--- src/rtl/soc_pfvf_tx_arb.sv ---
// Packet-level round-robin merge of the PF/VF mux ports onto the single upstream TX TLP stream.
// Latency: one cycle from input handshake to output beat when the output buffer is empty.
// Backpressure: in_tready follows registered buffer occupancy only; out_tready never reaches in_tready combinationally.
module soc_pfvf_tx_arb #(
  parameter int NUM_PORT = 2,
  parameter int DATA_W   = 512,
  parameter int USER_W   = 10,
  parameter int PID_W    = $clog2(NUM_PORT)
) (
  input  logic                           clk,
  input  logic                           rst,
  input  logic [NUM_PORT-1:0]            in_tvalid,
  output logic [NUM_PORT-1:0]            in_tready,
  input  logic [NUM_PORT*DATA_W-1:0]     in_tdata,
  input  logic [NUM_PORT*(DATA_W/8)-1:0] in_tkeep,
  input  logic [NUM_PORT-1:0]            in_tlast,
  input  logic [NUM_PORT*USER_W-1:0]     in_tuser,
  output logic                           out_tvalid,
  input  logic                           out_tready,
  output logic [DATA_W-1:0]              out_tdata,
  output logic [DATA_W/8-1:0]            out_tkeep,
  output logic                           out_tlast,
  output logic [USER_W-1:0]              out_tuser,
  output logic [PID_W-1:0]               out_pid,
  output logic [NUM_PORT*16-1:0]         pkt_cnt
);

  localparam int KEEP_W = DATA_W / 8;

  typedef enum logic {ST_IDLE, ST_LOCKED} state_t;

  state_t            state_q;
  logic [PID_W-1:0]  rr_ptr_q;
  logic [PID_W-1:0]  cur_q;

  // two-entry output buffer
  logic [1:0]        cnt_q;
  logic [1:0]        cnt_d;
  logic              wr_ptr_q;
  logic              rd_ptr_q;
  logic [DATA_W-1:0] dat_q  [2];
  logic [KEEP_W-1:0] keep_q [2];
  logic              last_q [2];
  logic [USER_W-1:0] user_q [2];
  logic [PID_W-1:0]  pid_q  [2];

  logic              space;
  logic              locked;
  logic              win_vld;
  logic [PID_W-1:0]  win_idx;
  logic [PID_W-1:0]  sel_idx;
  logic              sel_vld;
  logic              accept;
  logic              pop;
  logic [DATA_W-1:0] sel_dat;
  logic [KEEP_W-1:0] sel_keep;
  logic              sel_last;
  logic [USER_W-1:0] sel_user;
  logic [NUM_PORT*16-1:0] pkt_cnt_q;

  function automatic logic [PID_W-1:0] next_pid(input logic [PID_W-1:0] p);
    if (p == PID_W'(NUM_PORT - 1)) return '0;
    return p + PID_W'(1);
  endfunction

  // space depends only on registered occupancy so out_tready cannot ripple into in_tready
  assign space  = (cnt_q != 2'd2);
  assign locked = (state_q == ST_LOCKED);

  // round-robin search starting at rr_ptr, wrapping modulo NUM_PORT
  always_comb begin
    logic [PID_W:0] cand;
    win_vld = 1'b0;
    win_idx = '0;
    cand    = '0;
    for (int i = 0; i < NUM_PORT; i++) begin
      cand = {1'b0, rr_ptr_q} + (PID_W+1)'(i);
      if (cand >= (PID_W+1)'(NUM_PORT)) cand = cand - (PID_W+1)'(NUM_PORT);
      if (!win_vld && in_tvalid[cand[PID_W-1:0]]) begin
        win_vld = 1'b1;
        win_idx = cand[PID_W-1:0];
      end
    end
  end

  // a packet in progress owns the input until its tlast is accepted
  assign sel_idx = locked ? cur_q : win_idx;
  assign sel_vld = locked ? in_tvalid[cur_q] : win_vld;
  assign accept  = sel_vld & space;
  assign pop     = out_tvalid & out_tready;

  // ready only toward the selected port; nobody is ready in IDLE with no requester
  always_comb begin
    in_tready = '0;
    for (int p = 0; p < NUM_PORT; p++) begin
      if (space && (locked || win_vld) && (sel_idx == PID_W'(p))) in_tready[p] = 1'b1;
    end
  end

  // steer the selected port's beat toward the buffer write side
  always_comb begin
    sel_dat  = '0;
    sel_keep = '0;
    sel_last = 1'b0;
    sel_user = '0;
    for (int p = 0; p < NUM_PORT; p++) begin
      if (sel_idx == PID_W'(p)) begin
        sel_dat  = in_tdata[p*DATA_W +: DATA_W];
        sel_keep = in_tkeep[p*KEEP_W +: KEEP_W];
        sel_last = in_tlast[p];
        sel_user = in_tuser[p*USER_W +: USER_W];
      end
    end
  end

  // arbitration state: lock on a multi-beat packet, rotate priority after every tlast
  always_ff @(posedge clk) begin
    if (rst) begin
      state_q  <= ST_IDLE;
      rr_ptr_q <= '0;
      cur_q    <= '0;
    end else begin
      case (state_q)
        ST_IDLE: begin
          if (accept) begin
            if (sel_last) begin
              rr_ptr_q <= next_pid(win_idx);
            end else begin
              state_q <= ST_LOCKED;
              cur_q   <= win_idx;
            end
          end
        end
        ST_LOCKED: begin
          if (accept && sel_last) begin
            state_q  <= ST_IDLE;
            rr_ptr_q <= next_pid(cur_q);
          end
        end
      endcase
    end
  end

  // occupancy next-state; simultaneous push and pop leaves it unchanged
  always_comb begin
    cnt_d = cnt_q;
    case ({accept, pop})
      2'b10:   cnt_d = cnt_q + 2'd1;
      2'b01:   cnt_d = cnt_q - 2'd1;
      default: cnt_d = cnt_q;
    endcase
  end

  // buffer pointers and occupancy; reset drops any buffered beats
  always_ff @(posedge clk) begin
    if (rst) begin
      cnt_q    <= 2'd0;
      wr_ptr_q <= 1'b0;
      rd_ptr_q <= 1'b0;
    end else begin
      cnt_q <= cnt_d;
      if (accept) wr_ptr_q <= ~wr_ptr_q;
      if (pop)    rd_ptr_q <= ~rd_ptr_q;
    end
  end

  // payload storage needs no reset since it is only observed while out_tvalid is high
  always_ff @(posedge clk) begin
    if (accept) begin
      dat_q[wr_ptr_q]  <= sel_dat;
      keep_q[wr_ptr_q] <= sel_keep;
      last_q[wr_ptr_q] <= sel_last;
      user_q[wr_ptr_q] <= sel_user;
    end
  end

  // source index storage is reset so out_pid reads 0 out of reset
  always_ff @(posedge clk) begin
    if (rst) begin
      pid_q[0] <= '0;
      pid_q[1] <= '0;
    end else if (accept) begin
      pid_q[wr_ptr_q] <= sel_idx;
    end
  end

  assign out_tvalid = (cnt_q != 2'd0);
  assign out_tdata  = dat_q[rd_ptr_q];
  assign out_tkeep  = keep_q[rd_ptr_q];
  assign out_tlast  = last_q[rd_ptr_q];
  assign out_tuser  = user_q[rd_ptr_q];
  assign out_pid    = pid_q[rd_ptr_q];

  // per-port packet counters, bumped on every accepted tlast and free-running through wrap
  always_ff @(posedge clk) begin
    if (rst) begin
      pkt_cnt_q <= '0;
    end else begin
      for (int p = 0; p < NUM_PORT; p++) begin
        if (accept && sel_last && (sel_idx == PID_W'(p))) begin
          pkt_cnt_q[p*16 +: 16] <= pkt_cnt_q[p*16 +: 16] + 16'd1;
        end
      end
    end
  end

  assign pkt_cnt = pkt_cnt_q;

endmodule
--- config.mk ---
export PLATFORM = sky130hd
export DESIGN_NAME = soc_pfvf_tx_arb
export DESIGN_NICKNAME = d
export VERILOG_FILES = /design/src/rtl/soc_pfvf_tx_arb.sv
export SDC_FILE = /design/constraint.sdc
export NUM_CORES = 2
export LEC_CHECK = 0
export CORE_AREA = 4 4 705 707
export DETAILED_ROUTE_END_ITERATION = 8
export DIE_AREA = 0 0 709 711
export PLACE_DENSITY_LB_ADDON = 0.15
export SLEW_MARGIN = 10
export SYNTH_ARGS = -nofsm -noshare
export SYNTH_HDL_FRONTEND = slang
export SYNTH_SLANG_ARGS = --single-unit
--- constraint.sdc ---
create_clock -name clk -period 31.9 [get_ports clk]
set_input_delay 6.38 -clock clk [delete_from_list [all_inputs] [get_ports clk]]
set_output_delay 6.38 -clock clk [all_outputs]
set_load 0.05 [all_outputs]
==> flow_metrics.env <==
export IMPL_cp_max_fo=32
export IMPL_grt_pass1_vias=39400
export IMPL_postCtsSetupBuffers=0
export IMPL_path_buf_inv=2
export IMPL_r2r_cells=10
export IMPL_netlist_area_sq_um=51500
export IMPL_multi_input_area_sq_um=14500
export IMPL_clockPowerShare_pct=20.4
export IMPL_drc_errors=0
export IMPL_clock_sinks=1216
export IMPL_wirelength_mm=313
export IMPL_layout_common_cells="clkdlybuf4s50_1 (1,790), nand2_1 (1,773), edfxtp_1 (1,176), mux2_2 (602), clkbuf_16 (167)"
export IMPL_synthMuxAreaShare_pct=13.2
export IMPL_drv_slew=0
export IMPL_arrival_ns=8.79
export IMPL_dr_pass1_iters=6
export IMPL_final_setup_worst_slack_ns=16.73
export IMPL_cts_buffers=167
export IMPL_cp_end_kind="primary output"
export IMPL_synth_edf_count=1176
export IMPL_grt_start_max_net_pins=122
export IMPL_postSynthCellCount=3969
export IMPL_dieHeight_um=711
export IMPL_area_growth_pct=60.0
export IMPL_drv_cap=0
export IMPL_yosys_top_cells_area="edfxtp_1 (69%), mux2_2 (13%), nand2_1 (13%), dfxtp_1 (1.6%), buf_2 (1.2%)"
export IMPL_setup_viol=0
export IMPL_p_sw_share_pct=46.4
export IMPL_root_buffer="clkbuf_16"
export IMPL_clkTransAtPathRegs_ns=0.05
export IMPL_synth_top_family_by_area="simple AND/OR/NAND/NOR gates"
export IMPL_place_gp_congestion=0.843
export IMPL_ant_nets=0
export IMPL_cts_buffer_depth=4
export IMPL_rr_startpoint="cnt_q[0]"
export IMPL_seq_area_frac_synth_pct=70.1
export IMPL_synthDistinctLibCells=45
export IMPL_critPathMostFrequentCell="clkdlybuf4s50_1"
export IMPL_status="finished, final reports clean"
export IMPL_period_share_pct=47.5
export IMPL_r2r_end="dat_q[0][322]"
export IMPL_rsz0062_at_grt="no"
export IMPL_worstMarginPinSlew_ns=1.16
export IMPL_insertion_delay_ns=0.84
export IMPL_peakVddDrop_v=0.0000536
export IMPL_design_core_area_sq_um=490000
export IMPL_holdBufCountCts=0
export IMPL_yosys_area_top_type="edfxtp_1"
export IMPL_syn_area_per_cell_sq_um=13.0
export IMPL_post_cts_resized=0
export IMPL_cp_depth=5
export IMPL_r2r_setup_slack_ns=25.20
export IMPL_crit_type="input port to primary output"
export IMPL_hold_class="register to register"
export IMPL_fmaxAchievable_mhz=65.9
export IMPL_synth_warning_count=0
export IMPL_period_needed_ns=15.17
export IMPL_max_slew_margin_pct=22.2
export IMPL_die_w_um=709
export IMPL_synth_seq_cells=1216
export IMPL_critPathRequiredTime_ns=25.52
export IMPL_synth_nets=5151
export IMPL_wl_per_cell_um=25.2
export IMPL_fin_skew_ns=0.0461
export IMPL_drt_iter0_markers=2150
export IMPL_preCtsSetupSlack_ns=16.72
export IMPL_layout_nets=6962
export IMPL_drive_gt1_share_pct=15.2
export IMPL_start_util_pct=10.5
export IMPL_p_sw_mw=4.13
export IMPL_grt_ovfl_total=0
export IMPL_slowest_stage="clkdlybuf4s50_1"
export IMPL_antenna_found_initial=60
export IMPL_power_density_nw_per_um2=108
export IMPL_cp_cell_sequence="clkdlybuf4s50_1, nor2b_1, o21a_4, nor2_1, clkdlybuf4s50_1"
export IMPL_setup_tns_ns=0
export IMPL_num_io_pins=1802
export IMPL_synth_top_area_share_pct=68.5
export IMPL_final_common_cell="clkdlybuf4s50_1"
export IMPL_grt_pass1_wl_mm=395
export IMPL_pwr_share_comb_pct=50.8
export IMPL_synth_compound_area_share_pct=0.641
export IMPL_crit_end="in_tready[1]"
export IMPL_finalHoldViolCount=0
export IMPL_pwr_share_seq_pct=28.7
export IMPL_whs_ns=0.496
export IMPL_max_stage_delay_ns=0.73
export IMPL_num_rows=257
export IMPL_synth_ff_type="edfxtp_1"
export IMPL_nFillCells=53900
export IMPL_ys_async_sr_fraction_pct=0
export IMPL_dieArea_sq_um=504000
export IMPL_htreeDepth=4
export IMPL_track_usage_pct=11.8
export IMPL_num_vias=38200
export IMPL_synthSimpleGateAreaFrac_pct=14.1
export IMPL_p_int_mw=4.77
export IMPL_io_buffers=1801
export IMPL_seq_area_sq_um=36100
export IMPL_synth_xor_area_share_pct=0.0850
export IMPL_power_leakage_nw=29.0
export IMPL_cts_tree="built"
export IMPL_synth_adder_area_share_pct=0.0728
export IMPL_critPathLaunch="in_tvalid[0]"
export IMPL_dp_hpwl_mm=255
export IMPL_start_kind="input port"
export IMPL_via_per_inst=3.08
export IMPL_crit_family="buffers and inverters"
flip-flops by register name (all words and copies together) (netlist names), named ones only:
signal    cells
pid_q         2
pkt_cnt      32
wr_ptr_q      1
user_q       20
cur_q         1
dat_q      1024
keep_q      128
last_q        2
cnt_q         2
rr_ptr_q      1
rd_ptr_q      1
worst register-to-register path: stages, from the launching register on:
cell and delay (ns):
dfxtp_1 0.39, nand2b_1 0.28, o221a_2 0.33, inv_2 0.24, nor2_4 0.23, buf_12 0.57
buf_4 0.96, buf_4 0.77, buf_4 0.81, buf_4 0.80, buf_4 0.85
worst min-delay path by stage:
| stage | startpoint | to | slack [ns] | depth (start not counted) |
|---|---|---|---|---|
| final | pkt_cnt[15] | pkt_cnt[15] | 0.50 | 2 |
| after floorplan | cnt_q[1] | cnt_q[1] | 0.47 | 2 |
| after CTS | pkt_cnt[15] | pkt_cnt[15] | 0.49 | 2 |
| after global routing | pkt_cnt[15] | pkt_cnt[15] | 0.50 | 2 |
| after detailed placement | pkt_cnt[15] | pkt_cnt[15] | 0.48 | 2 |
| after global placement | pkt_cnt[15] | pkt_cnt[15] | 0.48 | 2 |
final cells by class:
class | count | area share, %
Timing Repair Buffer | 1852 | 22.3
Clock buffer | 213 | 5.30
Clock inverter | 85 | 1.07
Sequential cell | 1216 | 43.8
Antenna cell | 18 | 0.0546
Tap cell | 6475 | 9.83
Inverter | 9 | 0.0501
Multi-Input combinational cell | 2534 | 17.5
cell families (layout without fill, tap and decap cells):
kind of cell    count (synthesis)  count (layout)
simple gates                 1874            1874
flops                        1216            1216
mux                           603             603
buf+inv                       219            2159
compound gates                 49              49
xor+xnor                        5               5
fa+ha+maj                       3               3
other cells                     0              18
metrics by stage:
stage          cells  cell area [sq um]  total power, mW  utilization [%]
3_3_place_gp   12100              77200             7.30             15.8
5_1_grt        12400              82400             9.33             16.8
3_5_place_dp   12100              77200             7.30             15.8
6_report       12400              82500             8.90             16.8
2_1_floorplan   3969              51600             5.36                -
4_1_cts        12400              82400             9.20             16.8
power by group through the flow:
| stage | Clock, mW | Sequential (mW) | Combinational [mW] |
|---|---|---|---|
| 3_5_place_dp | 0 | 2.60 | 4.70 |
| 2_1_floorplan | 0 | 2.88 | 2.48 |
| 4_1_cts | 1.91 | 2.57 | 4.72 |
| 6_report | 1.82 | 2.56 | 4.53 |
| 3_3_place_gp | 0 | 2.58 | 4.71 |
| 5_1_grt | 1.97 | 2.60 | 4.75 |
metal layers:
| metal | up-vias | GRT usage [%] | routed length, um |
|---|---|---|---|
| met5 | - | 0 | 54 |
| met4 | 8 | 2.08 | 5100 |
| met3 | 246 | 4.06 | 25800 |
| met2 | 1285 | 22.2 | 165000 |
| met1 | 19100 | 12.8 | 117000 |
| li1 | 17500 | - | - |
cell usage after synthesis, drive strengths merged (13+ instances only):
master / instances
a21oi: 19
o31ai: 14
dfxtp: 40
edfxtp: 1176
nand2: 1773
or4: 13
nor2b: 15
nor2: 23
mux2: 602
clkbuf: 72
buf: 138
Power figures use the tool's default switching activity.
